$ cat src/rtl/dct_pkg.sv
// Shared types and constants for the 8x8 2D DCT sequencer.
// Byte 0 of a row or column is the most significant byte.
package dct_pkg;
   localparam int ELEM_W = 8;
   localparam int N      = 8;
   localparam int ROW_W  = ELEM_W * N;

   typedef enum logic [1:0] {ROW, COL, DRAIN} state_t;

   function automatic logic [ELEM_W-1:0] get_byte(input logic [ROW_W-1:0] row,
                                                  input logic [2:0]       idx);
      return row[ROW_W-1-ELEM_W*int'(idx) -: ELEM_W];
   endfunction
endpackage

$ cat src/rtl/dct_transpose_buf.sv
// 8x64 transpose store: whole-row write, combinational whole-column read.
// Write lands on the clock edge; read has zero latency; no backpressure.
module dct_transpose_buf
   import dct_pkg::*;
(
   input  logic             clk,
   input  logic             wr_en,
   input  logic [2:0]       wr_idx,
   input  logic [ROW_W-1:0] wr_row,
   input  logic [2:0]       rd_idx,
   output logic [ROW_W-1:0] rd_col
);
   logic [ROW_W-1:0] mem [N];

   // Contents are don't-care until written, so there is no reset here.
   always_ff @(posedge clk) begin
      if (wr_en)
         mem[wr_idx] <= wr_row;
   end

   always_comb begin
      rd_col = '0;
      for (int r = 0; r < N; r++)
         rd_col[ROW_W-1-ELEM_W*r -: ELEM_W] = get_byte(mem[r], rd_idx);
   end
endmodule

$ cat src/rtl/dct_2d_seq_ctrl.sv
// Sequences a shared 1D DCT over 8 rows then 8 transposed columns into an 8x8 2D DCT.
// Rows take 1 cycle each; columns stream 1/cycle through a registered output that stalls on !out_ready.
module dct_2d_seq_ctrl #(
   parameter int ELEM_W = 8,
   parameter int N      = 8
) (
   input  logic                clk,
   input  logic                rst,
   input  logic                in_valid,
   output logic                in_ready,
   input  logic [ELEM_W*N-1:0] in_row,
   output logic [ELEM_W*N-1:0] dct_in,
   input  logic [ELEM_W*N-1:0] dct_out,
   output logic                out_valid,
   input  logic                out_ready,
   output logic [ELEM_W*N-1:0] out_col,
   output logic [2:0]          out_idx,
   output logic                out_last,
   output logic                busy
);
   dct_pkg::state_t     st;
   logic [2:0]          row_cnt;
   logic [2:0]          col_cnt;
   logic [ELEM_W*N-1:0] col_dat;
   logic                row_wr;
   logic                col_load;

   // Held low during reset so nothing is offered before the FSM is live.
   assign in_ready = (st == dct_pkg::ROW) && !rst;
   assign busy     = !((st == dct_pkg::ROW) && (row_cnt == 3'd0));
   assign row_wr   = (st == dct_pkg::ROW) && in_valid;
   assign col_load = (st == dct_pkg::COL) && (!out_valid || out_ready);

   dct_transpose_buf u_buf (
      .clk    (clk),
      .wr_en  (row_wr),
      .wr_idx (row_cnt),
      .wr_row (dct_out),
      .rd_idx (col_cnt),
      .rd_col (col_dat)
   );

   always_comb begin
      dct_in = '0;
      case (st)
         dct_pkg::ROW: dct_in = in_row;
         dct_pkg::COL: dct_in = col_dat;
         default:      dct_in = '0;
      endcase
   end

   always_ff @(posedge clk or posedge rst) begin
      if (rst) begin
         st        <= dct_pkg::ROW;
         row_cnt   <= 3'd0;
         col_cnt   <= 3'd0;
         out_valid <= 1'b0;
         out_col   <= '0;
         out_idx   <= 3'd0;
         out_last  <= 1'b0;
      end else begin
         case (st)
            dct_pkg::ROW: begin
               if (in_valid) begin
                  row_cnt <= row_cnt + 3'd1;
                  if (row_cnt == 3'd7) begin
                     st      <= dct_pkg::COL;
                     col_cnt <= 3'd0;
                  end
               end
            end
            dct_pkg::COL: begin
               if (col_load) begin
                  out_col   <= dct_out;
                  out_idx   <= col_cnt;
                  out_last  <= (col_cnt == 3'd7);
                  out_valid <= 1'b1;
                  col_cnt   <= col_cnt + 3'd1;
                  if (col_cnt == 3'd7)
                     st <= dct_pkg::DRAIN;
               end
            end
            dct_pkg::DRAIN: begin
               if (out_valid && out_ready) begin
                  out_valid <= 1'b0;
                  st        <= dct_pkg::ROW;
                  row_cnt   <= 3'd0;
               end
            end
            default: st <= dct_pkg::ROW;
         endcase
      end
   end
endmodule

$ cat config.mk
export PLATFORM = sky130hd
export DESIGN_NAME = dct_2d_seq_ctrl
export DESIGN_NICKNAME = d
export VERILOG_FILES = /design/src/rtl/dct_pkg.sv /design/src/rtl/dct_transpose_buf.sv /design/src/rtl/dct_2d_seq_ctrl.sv
export SDC_FILE = /design/constraint.sdc
export NUM_CORES = 1
export LEC_CHECK = 0
export ABC_AREA = 1
export BUFFER_PORTS_ARGS = -buffer_cell sky130_fd_sc_hd__buf_2
export CORE_MARGIN = 8
export CORE_UTILIZATION = 30
export DETAILED_ROUTE_END_ITERATION = 8
export GPL_ROUTABILITY_DRIVEN = 0
export RECOVER_POWER = 25
export SETUP_SLACK_MARGIN = 0.4
export SLEW_MARGIN = 20
export SYNTH_ARGS = -nofsm -noshare
export SYNTH_HDL_FRONTEND = slang
export SYNTH_SLANG_ARGS = --single-unit
export TNS_END_PERCENT = 20
$ cat constraint.sdc
create_clock -name clk -period 7.9 [get_ports clk]
set_input_delay 1.185 -clock clk [delete_from_list [all_inputs] [get_ports clk]]
set_output_delay 1.185 -clock clk [all_outputs]
set_load 0.01 [all_outputs]
==> results of run 1 <==
==> stage by stage <==
stage               hold WS (ns)  worst slack [ns]  instance area [µm²]  instances  power, mW
floorplan                  0.515              3.28                25200       2522       6.39
global placement           0.458              3.67                27600       3763       7.84
detailed placement         0.460              3.64                27600       3763       7.87
CTS                        0.476              3.00                29700       3882       10.9
global route               0.496              2.74                29600       3882       11.4
finish                     0.472              2.98                29600       3884       10.8
==> Yosys cell counts <==
cell type	number
nand2_1	984
edfxtp_1	512
inv_1	396
nand3_1	386
dfrtp_1	77
buf_2	72
clkbuf_1	32
nor2_1	16
buf_1	14
o21ai_0	12
buf_4	9
ha_1	5
inv_2	3
a21oi_1	1
nand2_2	1
nor2_2	1
o21bai_1	1
==> worst max-delay path, delay by kind of cell, from the launching register on <==
kind	cells	cell delay [ns]
simple gates	5	0.75
buf+inv	3	1.44
flops	1	0.81
==> placed cells by master (no fill, tap or decap), drive strengths merged, types with 4 or more instances in the layout <==
master / n
edfxtp: 512
clkbuf: 124
nand3: 386
clkinv: 25
clkinvlp: 4
nor2: 17
inv: 404
dfrtp: 77
buf: 247
ha: 5
nand2: 985
o21ai: 12
==> power groups by stage <==
stage                     sequential (mW)  clock, mW  combinational, mW
after floorplan                      4.16          0               2.23
final                                4.08       3.00               3.72
after detailed placement             4.13          0               3.73
after CTS                            4.08       3.05               3.75
after global placement               4.13          0               3.71
after global routing                 4.13       3.16               4.11
==> path summary, 6_finish.rpt <==
path,end,depth (start not counted),slack (ns),startpoint
max,dct_in[20],8,2.98,col_cnt[0]
min,out_col[60],2,0.47,out_col[60]
max reg2reg,u_buf.mem[6][7],6,4.75,st[1]
min reg2reg,out_col[60],2,0.47,out_col[60]
max in group asynchronous,col_cnt[0],3,5.61,rst
min in group asynchronous,row_cnt[0],2,0.95,rst
==> flip-flops by register name, indices dropped and copies added, names as in the netlist <==
register / flops
col_cnt: 3
u_buf.mem: 512
out_valid: 1
row_cnt: 3
st: 2
out_col: 64
out_idx: 3
out_last: 1
==> final cells by class <==
cell class | instances | share of cell area
Clock inverter | 36 | 0.0113
Timing Repair Buffer | 288 | 0.0493
Sequential cell | 589 | 0.584
Inverter | 399 | 0.0509
Multi-Input combinational cell | 1407 | 0.199
Antenna cell | 2 | 0.000169
Clock buffer | 83 | 0.0596
Tap cell | 1080 | 0.0456
==> cell families (layout without fill, tap and decap cells) <==
kind of cell | after synthesis | in the layout | synth area share
AOI/OAI and AO/OA | 14 | 14 | 0.00288
adders and majority gates | 5 | 5 | 0.00248
buffers and inverters | 526 | 806 | 0.0832
DFF | 589 | 589 | 0.686
other | 0 | 2 | 0
and+or+nand+nor | 1388 | 1388 | 0.226
==> metal layers <==
| metal | part of all wire | vias to the layer above | wire, µm |
|---|---|---|---|
| met5 | 0.00012 | - | 10 |
| met4 | 0.024 | 2 | 1990 |
| met3 | 0.10 | 97 | 8320 |
| met2 | 0.43 | 881 | 35700 |
| met1 | 0.44 | 8720 | 36600 |
| li1 | - | 8507 | - |
==> run_results.csv, run 1 <==
group,metric,value,unit
route,detail-route-antenna-nets,0,
clocking,clockBufferDepth,3,
finish,nets,2888,
clocking,cts_root_buf,"clkbuf_16",
critical_path,worstPathMaxFanout,93,
min_path,hold_path.class,"register to register",
floorplanning,fp.dieW,306,µm
logic_synthesis,ys_ff_latch,589,
clocking,cts_hold_buf,0,
timing,slew-limit-headroom,0.0381,
timing,slew_violations,0,
logic_synthesis,synth_top_area_share,0.609,
logic_synthesis,synth_area_leaders,"edfxtp_1, nand2_1, nand3_1",
critical_path,arrival,3.74,ns
route,drcViolationCount,0,
logic_synthesis,syn_avg_cell_area,10.0,µm²
critical_path,worst_path_most_repeated_cell,"nand3_1",
critical_path,crit_chain,"inv_6 -> buf_4 -> nand2_1 -> nand3_1 -> nand3_1 -> nand3_1 -> nand2_1 -> buf_2",
route,wl,82600,µm
clocking,postCtsSetupRepairBufs,0,
floorplanning,die_area,93600,µm²
global_routing,first_global_vias,17400,
place,place.detailed.hpwl,50800,µm
timing,timing_hold_violations_final,0,
timing,setup_viol,0,
global_routing,top_usage_layer,"met2",
route,vias,18200,
timing,fmax,203,MHz
power,vdd_drop_max,0.242,mV
clocking,htreeDepth,3,
global_routing,grt_overflow,0,
global_routing,grtUsageMet3,0.0359,
logic_synthesis,yosysSeqAreaShare,0.686,
finish,fin_util,0.355,
critical_path,startpoint_type,"register",
clocking,post_cts_resized,0,
finish,multi_input_area,5910,µm²
logic_synthesis,synthCells,2522,
power,p_leak,13.2,nW
critical_path,cpMaxStageDelayCell,"buf_4",
power,pwr-share-seq,0.378,
global_routing,use_met1,0.248,
critical_path,max_stage_delay,0.83,ns
finish,fillers,8281,
flow_run,cap_viol_max_count,0,
timing,rsz0062_at_grt,"false",
floorplanning,die_h,306,µm
global_routing,antenna_found_initial,11,
route,avgRoutedWirePerCell,21.3,µm
clocking,cts_sinks,589,
timing,clock_skew,0.0171,ns
logic_synthesis,yosysWarnings,0,
finish,areaGrowthSynthToFinish,17.5,%
power,p_per_area,364,nW/µm²
global_routing,grt.total_usage,0.171,
finish,drive_gt1_frac,0.131,
finish,regArea,17300,µm²
timing,worstMarginPinSlew,1.43,ns
route,drt_iter0_markers,2014,
outcome,status,"finished, final reports clean",
timing,tns,0,ns
power,switchingPower,4.22,mW
logic_synthesis,syn-cell-area,25200,µm²
place,portBuffers,266,
clocking,clk_latency,0.61,ns
critical_path,crit_type,"register to output pin",
logic_synthesis,synth.distinct_cells,17,
critical_path,worstPathRequired,6.71,ns
floorplanning,start_util,0.302,
timing,fin_crit_sh,0.623,
floorplanning,std_cell_rows,106,
clocking,clk_pin_slew,0.06,ns
global_routing,grt_pass1_wl,120000,µm
power,power_frac_clock,0.278,
critical_path,cp-end-kind,"output pin",
power,power.share.combinational,0.344,
route,firstDrtPassIters,6,
floorplanning,core_area,83400,µm²
route,viasPerCell,4.69,
floorplanning,io-pin-count,267,
power,p_sw_frac,0.391,
timing,period_minus_slack,4.92,ns
logic_synthesis,syn-num-nets,2659,
power,p_int,6.58,mW
global_routing,grt_max_degree,122,
global_routing,use_met2,0.257,
logic_synthesis,synth_largest_area_cell,"edfxtp_1",
clocking,cts_buffers,66,
clocking,cts_tree,"yes",
Note: power is estimated with default switching activity, not from simulation.
==> inputs of run 2 (changes only) <==
Clock period 7.9 ns to 4.5 ns, I/O delays scaled along.
==> run 2 against run 1 <==
  * Sequential power increased by 73%
  * First-iteration DRC count grew 1.6%
  * Flip-flop and latch count unchanged
  * Setup slack worse by 2.0 ns
  * Register-to-register slack got worse by 2.7 ns
  * Global-route usage decreased by 0.16 points
  * Final cell count rose by 0.15%
  * Worst hold slack got worse by 0.19 ns
  * Wire length down 1.1%
  * Combinational power up 81%
  * Critical path type unchanged
  * Critical endpoint is now dct_in[62]
  * Largest cell class unchanged
==> run_results.csv, run 2 (same netlist as run 1, synthesis figures left out) <==
group,metric,value,unit
outcome,status,"finished, final reports clean",
finish,fillers,8246,
min_path,hold_path.class,"input port to asynchronous set/reset pin",
critical_path,crit_type,"register to output pin",
critical_path,worstPathRequired,3.83,ns
route,drcViolationCount,0,
timing,fin_crit_sh,0.787,
global_routing,grt.total_usage,0.170,
flow_run,cap_viol_max_count,0,
critical_path,timing.rr.start,"st[0]",
place,portBuffers,266,
floorplanning,start_util,0.302,
route,viasPerCell,4.67,
critical_path,cp-end-kind,"output pin",
timing,hold_slack,0.285,ns
finish,reg.largest.list,"u_buf.mem x512, out_col x64",
timing,rsz0062_at_grt,"false",
route,vias,18200,
place,dp_slack,1.63,ns
floorplanning,std_cell_rows,106,
finish,final_cell_mix,"nand2_1, edfxtp_1, inv_1, nand3_1, buf_2",
clocking,clockBufferDepth,3,
finish,top_register,"u_buf.mem",
clocking,clk_pin_slew,0.06,ns
global_routing,antenna_found_initial,15,
route,wl,81700,µm
floorplanning,fp.dieW,306,µm
floorplanning,io-pin-count,267,
power,p_leak,13.3,nW
route,detail-route-antenna-nets,0,
clocking,cts_root_buf,"clkbuf_16",
timing,worstMarginPinSlew,1.09,ns
floorplanning,core_area,83400,µm²
power,p_per_area,642,nW/µm²
critical_path,worstPathMaxFanout,204,
clocking,cts_tree,"yes",
timing,tns,0,ns
clocking,cts_buffers,66,
finish,nets,2896,
critical_path,cp-startpoint,"col_cnt[0]",
floorplanning,die_area,93600,µm²
timing,clock_skew,0.0242,ns
finish,final_common_cell,"nand2_1",
route,drt_iter0_markers,2047,
clocking,postCtsSetupRepairBufs,0,
timing,finalWorstSetupSlack,0.960,ns
finish,drive_gt1_frac,0.131,
finish,areaGrowthSynthToFinish,18.0,%
route,avgRoutedWirePerCell,21.0,µm
power,vdd_drop_max,0.695,mV
timing,fmax,283,MHz
timing,slew_violations,0,
clocking,cts_hold_buf,0,
finish,largest_reg_flops,512,
global_routing,grt_overflow,0,
place,place.detailed.hpwl,52700,µm
timing,slew-limit-headroom,0.275,
floorplanning,die_h,306,µm
critical_path,arrival,2.86,ns
clocking,htreeDepth,3,
critical_path,startpoint_type,"register",
global_routing,first_global_vias,17600,
timing,timing_hold_violations_final,0,
route,firstDrtPassIters,5,
timing,setup_viol,0,
global_routing,grt_max_degree,205,
clocking,clk_latency,0.59,ns
global_routing,grt_pass1_wl,118000,µm
power,total_power,19.1,mW
clocking,post_cts_resized,0,
timing,period_minus_slack,3.54,ns
clocking,cts_sinks,589,
-- run 2: changes by cell type in the layout (fill, tap and decap cells not counted), moves of 2 or more --
cell,previous run,this run
clkbuf_16,66,72
buf_4,20,25
clkinv_1,8,13
buf_12,1,5
inv_6,6,3
buf_2,225,223
clkbuf_8,5,3
clkinv_4,3,1
clkinv_8,2,0
inv_16,2,0
-- run 2: path summary, 6_finish.rpt --
kind / to / slack (ns) / cells after the start
max in group asynchronous: out_col[53] / 3.26 / 3
worst min-delay path: out_col[33] / 0.29 / 2
worst max register to register: out_col[31] / 2.01 / 7
min in group clk: st[1] / 0.46 / 4
worst max-delay path: dct_in[62] / 0.96 / 8
worst min register to register: out_col[19] / 0.47 / 2
-- run 2: final cells by class --
cell class | instances | area, µm² | share of cell area
diodes | 1 | 2.50 | 0.0000841
clock buffers | 86 | 1880 | 0.0633
clock inverters | 32 | 238 | 0.00799
inverters | 399 | 1510 | 0.0506
multi-input cells | 1407 | 5910 | 0.198
flip-flops and latches | 589 | 17300 | 0.582
well taps | 1080 | 1350 | 0.0454
repair buffers | 296 | 1570 | 0.0526
-- run 2: metrics by stage --
step           area (µm²)  utilization  instances
6_report            29800        0.357       3890
5_1_grt             29800        0.357       3889
4_1_cts             29800        0.357       3889
3_5_place_dp        27700        0.332       3771
3_3_place_gp        27700        0.332       3771
2_1_floorplan       25200            -       2522
-- run 2: power breakdown --
group / total, mW / switching, mW / internal, mW
Clock: 5.31 / 2.19 / 3.12
Sequential: 7.06 / 0.276 / 6.79
Combinational: 6.74 / 4.86 / 1.88
Total: 19.1 / 7.32 / 11.8
-- run 2: layer usage --
metal | GRT usage | routed length, µm | vias up
li1 | - | - | 8517
met1 | 0.242 | 35400 | 8717
met2 | 0.255 | 35800 | 826
met3 | 0.0438 | 8750 | 102
met4 | 0.0447 | 1660 | 4
met5 | 0 | 27 | -
-- run 2: critical path, stage by stage, from the launching register on --
cell and delay [ns]:
dfrtp_4 0.46, buf_12 0.61, nand2_1 0.12, nand2_1 0.16, nand2_1 0.07, nand3_1 0.09, nand3_1 0.23, nand2_1 0.13
buf_2 0.14
